### src/rtl/div_pkg.sv
// Shared types and constants for the restoring shift-and-subtract divider.
package div_pkg;

    localparam int unsigned DEF_WIDTH = 32;
    localparam int unsigned CNT_W     = $clog2(DEF_WIDTH) + 1;

    typedef enum logic [1:0] {
        IDLE = 2'd0,
        RUN  = 2'd1,
        DONE = 2'd2
    } div_state_t;

    // Step-counter width for a given operand width; one extra bit so the count reaches WIDTH.
    function automatic int unsigned cnt_width(input int unsigned w);
        return $clog2(w) + 1;
    endfunction

endpackage

### src/rtl/shift_sub_divider_if.sv
// Start/done handshake and operand/result bus of the divider.
interface shift_sub_divider_if #(
    parameter int unsigned WIDTH = div_pkg::DEF_WIDTH
);

    logic             start;
    logic [WIDTH-1:0] dividend;
    logic [WIDTH-1:0] divisor;
    logic             busy;
    logic             done;
    logic [WIDTH-1:0] quotient;
    logic [WIDTH-1:0] remainder;
    logic             div_by_zero;

    modport master (
        output start, dividend, divisor,
        input  busy, done, quotient, remainder, div_by_zero
    );

    modport slave (
        input  start, dividend, divisor,
        output busy, done, quotient, remainder, div_by_zero
    );

endinterface

### src/rtl/div_step.sv
// One combinational restoring-division step: shift in the next dividend bit, trial-subtract.
module div_step #(
    parameter int unsigned WIDTH = div_pkg::DEF_WIDTH
) (
    input  logic [WIDTH-1:0] rem,
    input  logic             q_msb,
    input  logic [WIDTH-1:0] divisor,
    output logic [WIDTH-1:0] next_rem,
    output logic             q_bit
);

    logic [WIDTH:0] t;
    logic [WIDTH:0] dvsr_ext;

    // The old remainder MSB is kept as t's top bit so the compare never loses it.
    always_comb begin
        t        = {rem, q_msb};
        dvsr_ext = {1'b0, divisor};
        q_bit    = (t >= dvsr_ext);
        next_rem = q_bit ? WIDTH'(t - dvsr_ext) : t[WIDTH-1:0];
    end

endmodule

### src/rtl/shift_sub_divider.sv
// Sequential unsigned divider: one quotient bit per clock with a start/done handshake.
module shift_sub_divider
    import div_pkg::*;
#(
    parameter int unsigned WIDTH = DEF_WIDTH
) (
    input  logic                clk,
    input  logic                rst,
    shift_sub_divider_if.slave  bus
);

    localparam int unsigned CW = cnt_width(WIDTH);

    div_state_t       state, state_next;
    logic [WIDTH-1:0] q_r, q_next;
    logic [WIDTH-1:0] rem_r, rem_next;
    logic [WIDTH-1:0] dvsr_r, dvsr_next;
    logic [CW-1:0]    cnt_r, cnt_next;
    logic             dbz_r, dbz_next;
    logic             busy_r, done_r;

    logic [WIDTH-1:0] step_rem;
    logic             step_bit;

    div_step #(.WIDTH(WIDTH)) u_step (
        .rem      (rem_r),
        .q_msb    (q_r[WIDTH-1]),
        .divisor  (dvsr_r),
        .next_rem (step_rem),
        .q_bit    (step_bit)
    );

    // State, working registers and registered status flags.
    always_ff @(posedge clk) begin
        if (rst) begin
            state  <= IDLE;
            q_r    <= '0;
            rem_r  <= '0;
            dvsr_r <= '0;
            cnt_r  <= '0;
            dbz_r  <= 1'b0;
            busy_r <= 1'b0;
            done_r <= 1'b0;
        end else begin
            state  <= state_next;
            q_r    <= q_next;
            rem_r  <= rem_next;
            dvsr_r <= dvsr_next;
            cnt_r  <= cnt_next;
            dbz_r  <= dbz_next;
            busy_r <= (state_next == RUN);
            done_r <= (state_next == DONE);
        end
    end

    // Next-state and datapath updates; start is only honoured in IDLE.
    always_comb begin
        state_next = state;
        q_next     = q_r;
        rem_next   = rem_r;
        dvsr_next  = dvsr_r;
        cnt_next   = cnt_r;
        dbz_next   = dbz_r;

        unique case (state)
            IDLE: begin
                if (bus.start) begin
                    if (bus.divisor == '0) begin
                        q_next     = '1;
                        rem_next   = bus.dividend;
                        dbz_next   = 1'b1;
                        state_next = DONE;
                    end else begin
                        q_next     = bus.dividend;
                        dvsr_next  = bus.divisor;
                        rem_next   = '0;
                        cnt_next   = '0;
                        dbz_next   = 1'b0;
                        state_next = RUN;
                    end
                end
            end
            RUN: begin
                q_next   = {q_r[WIDTH-2:0], step_bit};
                rem_next = step_rem;
                cnt_next = cnt_r + CW'(1);
                if (cnt_r == CW'(WIDTH - 1)) begin
                    state_next = DONE;
                end
            end
            DONE: begin
                state_next = IDLE;
            end
            default: begin
                state_next = IDLE;
            end
        endcase
    end

    // Results come straight from the working registers.
    assign bus.busy        = busy_r;
    assign bus.done        = done_r;
    assign bus.quotient    = q_r;
    assign bus.remainder   = rem_r;
    assign bus.div_by_zero = dbz_r;

endmodule

### src/flat_wrapper.sv
// flat-port wrapper written by rule: the top's interface ports become plain ports
module shift_sub_divider_flat import div_pkg::*;
#(
    parameter int unsigned WIDTH = DEF_WIDTH
)
  (clk, rst, bus_start, bus_dividend, bus_divisor, bus_busy, bus_done, bus_quotient, bus_remainder, bus_div_by_zero);
  shift_sub_divider_if #(.WIDTH(WIDTH)) bus_i ();
  input  logic clk;
  input  logic rst;
  input wire logic [$bits(bus_i.start)-1:0] bus_start;
  input wire logic [$bits(bus_i.dividend)-1:0] bus_dividend;
  input wire logic [$bits(bus_i.divisor)-1:0] bus_divisor;
  output wire logic [$bits(bus_i.busy)-1:0] bus_busy;
  output wire logic [$bits(bus_i.done)-1:0] bus_done;
  output wire logic [$bits(bus_i.quotient)-1:0] bus_quotient;
  output wire logic [$bits(bus_i.remainder)-1:0] bus_remainder;
  output wire logic [$bits(bus_i.div_by_zero)-1:0] bus_div_by_zero;
  assign bus_i.start = bus_start;
  assign bus_i.dividend = bus_dividend;
  assign bus_i.divisor = bus_divisor;
  assign bus_busy = bus_i.busy;
  assign bus_done = bus_i.done;
  assign bus_quotient = bus_i.quotient;
  assign bus_remainder = bus_i.remainder;
  assign bus_div_by_zero = bus_i.div_by_zero;
  shift_sub_divider #(.WIDTH(WIDTH)) u_core (.clk(clk), .rst(rst), .bus(bus_i));
endmodule
### config.mk
export PLATFORM = sky130hd
export DESIGN_NAME = shift_sub_divider_flat
export DESIGN_NICKNAME = d
export VERILOG_FILES = /design/src/rtl/div_pkg.sv /design/src/rtl/shift_sub_divider_if.sv /design/src/rtl/div_step.sv /design/src/rtl/shift_sub_divider.sv /design/src/flat_wrapper.sv
export SDC_FILE = /design/constraint.sdc
export NUM_CORES = 1
export LEC_CHECK = 0
export ABC_CLOCK_PERIOD_IN_PS = 3300
export CELL_PAD_IN_SITES_DETAIL_PLACEMENT = 0
export CELL_PAD_IN_SITES_GLOBAL_PLACEMENT = 2
export CORE_MARGIN = 1
export CORE_UTILIZATION = 28
export DETAILED_ROUTE_END_ITERATION = 6
export PLACE_DENSITY_LB_ADDON = 0.3
export SLEW_MARGIN = 0
export SYNTH_ARGS = -nofsm -noshare
export SYNTH_HDL_FRONTEND = slang
export SYNTH_HIERARCHICAL = 1
export SYNTH_SLANG_ARGS = --single-unit
### constraint.sdc
create_clock -name clk -period 3.3 [get_ports clk]
set_input_delay 0.825 -clock clk [delete_from_list [all_inputs] [get_ports clk]]
set_output_delay 0.825 -clock clk [all_outputs]
set_load 0.05 [all_outputs]
==> impl_metrics.yaml <==
outcome:
  outcome: "finished clean"
detailed_routing:
  detail_route_antenna_nets: 0
  avgRoutedWirePerCell_um: 18.01
  number_of_violations_reported_at_the_end_of_detailed_routing_iteration_0: 424
  detail_route.drc_violations: 0
  num_vias: 6375
  wirelength_um: 22600
  viasPerCell: 5.080
  drtPass1Iterations: 5
cts:
  numCtsBuffers: 9
  clkLatencyLatePin_ns: 0.36
  hold_buffers: 0
  clock_tree_from_tritoncts: "yes"
  clk_pin_slew_worst_paths_ns: 0.08
  clkSinkCount: 107
  h-tree-depth: 3
  clock_tree.root_cell: "sky130_fd_sc_hd__clkbuf_16"
  clockBufferDepth: 2
worst_hold_path:
  min-delay-path-class: "reg2reg"
sta:
  timing_worst_slew_pin_value_ns: 0.6950
  setup_tns_ns: 0
  post_layout_min_period_ns: 3.125
  fmax_ghz: 0.3200
  setup_slack_ns: 0.1754
  slew_headroom: 0.5366
  setup-violations-final: 0
  fin_skew_ns: 0.009728
  final_max_slew_viol_count: 0
  grt_setup_unrepaired: "false"
  fin_crit_sh: 0.9468
  report.final.hold_viol_count: 0
logic_synthesis:
  largest_family_of_logic_cells_by_synthesized_area: "compound AO/OA/AOI/OAI gates"
  postSynthCellCount: 785
  synth_simple_gate_area_share: 0.1968
  synth_area_leader_cell: "sky130_fd_sc_hd__dfxtp_1"
  cell_types_with_the_largest_area_share_after_synthesis: "sky130_fd_sc_hd__dfxtp_1 (33%), sky130_fd_sc_hd__nor2_1 (7.9%), sky130_fd_sc_hd__ha_1 (6.3%)"
  part_of_the_yosys_area_used_for_sequential_elements: 0.3253
  syn_avg_cell_area_um2: 8.389
  postSynth.asyncResetShare: 0
  synth_top_cell_area_share: 0.3253
  count_of_synthesis_stage_warnings_from_yosys: 6
  synth_xor_area_frac: 0.03724
  post_synthesis_cell_area_um2: 6585
  dominantRegCellSynth: "sky130_fd_sc_hd__dfxtp_1"
  synth_fp_nets: 886
  postSynthRegisterBits: 107
  synth-compound-area-share: 0.2018
  post_synth_mux_area_share: 0.1094
  synth-edff-count: 0
  synth_cell_types: 66
  synth_fa_ha_area_frac: 0.06574
floorplan:
  ios: 134
  core_area_um2: 22850
  floorplan.rows: 55
  floorplan.initialDensity: 0.2882
  die_width_um: 155.4
  die_area_um2: 24140
  fp.dieH_um: 155.4
finish:
  post_route_cells_drive_above_1_share: 0.1656
  post-route-util: 0.3950
  synthToLayoutAreaGrowth_pct: 37.03
  finish.cell_count_without_fillers: 1255
  fill_cells: 2368
  fin_nets: 1038
  antennaDiodeCount: 0
global_routing:
  grt_first_pass_wirelength_um: 35400
  first_global_vias: 6133
  grt.total_usage: 0.1890
  grt_antenna_before_repair: 0
  pin_count_of_the_biggest_net_entering_global_routing: 60
  gr-total-overflow: 0
setup_path:
  worst-endpoint-required_ns: 3.54
  critPathKind: "reg2reg"
  end_kind: "flip-flop"
  cp_data_arrival_time_ns: 3.37
  crit_path_max_fanout: 4
  crit_path_start_kind: "flip-flop"
power_and_ir_drop:
  vdd_ir_drop_max_mv: 0.7747
  total_power_mw: 10.84
  leakagePower_nw: 3.757
  power.density_nw_per_um2: 1201
run:
  max_capacitance_violation_count: 0
placement:
  gp_routability_congestion: 0.8563
  instance_count_after_placement_with_tap_cells_included: 1236
  preCtsSetupSlack_ns: 0.02552
  placed_wire_length_estimate_after_detailed_placement_um: 17130
  numPortBuffers: 133
==> cell families after synthesis <==
family | Yosys count
and+or+nand+nor | 291
AOI/OAI and AO/OA | 166
DFF | 107
buffers and inverters | 94
muxes | 65
adders and majority gates | 34
xor gates and xnor gates | 28
==> final timing paths <==
path | start | to | slack, ns | cells past startpoint
worst max-delay path | u_core/bus.quotient[31]$_SDFFE_PP0P_ | u_core/bus.remainder[28]$_SDFFE_PP0P_ | 0.18 | 14
worst min-delay path | u_core/bus.quotient[1]$_SDFFE_PP0P_ | u_core/bus.quotient[2]$_SDFFE_PP0P_ | 0.49 | 2
worst min register to register | u_core/bus.quotient[1]$_SDFFE_PP0P_ | u_core/bus.quotient[2]$_SDFFE_PP0P_ | 0.49 | 2
worst max register to register | u_core/bus.quotient[31]$_SDFFE_PP0P_ | u_core/bus.remainder[28]$_SDFFE_PP0P_ | 0.18 | 14
==> synth_stat cells, types with 18 or more instances <==
cell type and n:
sky130_fd_sc_hd__a21oi_1 28, sky130_fd_sc_hd__xnor2_1 18, sky130_fd_sc_hd__nor2_1 139, sky130_fd_sc_hd__dfxtp_1 107, sky130_fd_sc_hd__nand2_1 82, sky130_fd_sc_hd__a311oi_1 26
sky130_fd_sc_hd__a222oi_1 32, sky130_fd_sc_hd__ha_1 33, sky130_fd_sc_hd__mux2_2 20, sky130_fd_sc_hd__clkbuf_1 36, sky130_fd_sc_hd__mux2i_1 36, sky130_fd_sc_hd__inv_1 42
==> timing repair <==
action,CTS,global route
buffers inserted,0,3
setup endpoints to repair,0,29
resized for setup,0,22
==> area by class of cell <==
| cell class | instances | area, um2 | share of cell area |
|---|---|---|---|
| multi-input combinational | 584 | 4145 | 0.4594 |
| sequential | 107 | 2161 | 0.2395 |
| timing repair buffer | 192 | 1863 | 0.2065 |
| tap | 313 | 391.6 | 0.04340 |
| clock buffer | 10 | 229.0 | 0.02537 |
| inverter | 43 | 161.4 | 0.01789 |
| clock inverter | 6 | 72.57 | 0.008042 |
==> per-stage QoR <==
stage | instance area (um2) | hold slack [ns]
after CTS | 8895 | 0.4863
after global placement | 8593 | 0.4758
final | 9024 | 0.4880
after global routing | 9024 | 0.5021
after detailed placement | 8593 | 0.4741
after floorplan | 6603 | 0.4634
==> worst max-delay path, cell delays in order, from the launching register on <==
cell	delay (ns)
sky130_fd_sc_hd__dfxtp_2	0.34
sky130_fd_sc_hd__inv_1	0.08
sky130_fd_sc_hd__ha_2	0.21
sky130_fd_sc_hd__fa_2	0.22
sky130_fd_sc_hd__nor2b_2	0.05
sky130_fd_sc_hd__o31a_1	0.34
sky130_fd_sc_hd__buf_4	0.16
sky130_fd_sc_hd__o211ai_1	0.33
sky130_fd_sc_hd__o2111ai_2	0.19
sky130_fd_sc_hd__a31o_2	0.28
sky130_fd_sc_hd__a21oi_2	0.14
sky130_fd_sc_hd__xnor2_1	0.08
sky130_fd_sc_hd__mux2_4	0.25
sky130_fd_sc_hd__a222oi_1	0.30
sky130_fd_sc_hd__nor2_1	0.06
==> sequential cells by signal, summed over array words and instances, names as in the netlist <==
name / flops
u_core/bus.busy: 1
u_core/cnt_r: 6
u_core/state: 2
u_core/bus.done: 1
u_core/bus.quotient: 32
u_core/bus.remainder: 32
u_core/bus.div_by_zero: 1
u_core/dvsr_r: 32
==> report_power, final <==
| part | internal (mW) | total [mW] | switching (mW) |
|---|---|---|---|
| logic | 3.97 | 7.96 | 3.99 |
| registers | 1.52 | 1.74 | 0.225 |
| clock network | 0.599 | 1.14 | 0.537 |
==> placed cells by master (no fill, tap or decap), drive strengths merged, types with 3 or more instances in the layout <==
| cell | n |
|---|---|
| o21a | 5 |
| and2 | 4 |
| inv | 45 |
| o21ai | 18 |
| clkbuf | 10 |
| nor3 | 9 |
| nand3 | 10 |
| and3 | 3 |
| mux2 | 29 |
| o211ai | 3 |
| a211oi | 8 |
| mux2i | 36 |
| xnor2 | 18 |
| ha | 33 |
| nand4 | 11 |
| a31o | 3 |
| nor2b | 6 |
| a311oi | 27 |
| a21oi | 29 |
| nor2 | 139 |
| nor3b | 3 |
| o21bai | 5 |
| dfxtp | 107 |
| buf | 60 |
| nand2 | 82 |
| a222oi | 32 |
| nor4 | 14 |
| a31oi | 6 |
| a21boi | 3 |
| xor2 | 10 |
| clkdlybuf4s50 | 132 |
| a21o | 9 |
==> per-layer routing <==
metal	share of wire	GRT usage
met1	0.49	0.2684
met2	0.45	0.2953
met3	0.047	0.03343
met4	0.0091	0.04342
met5	0	0
(Power assumes the default switching activity.)
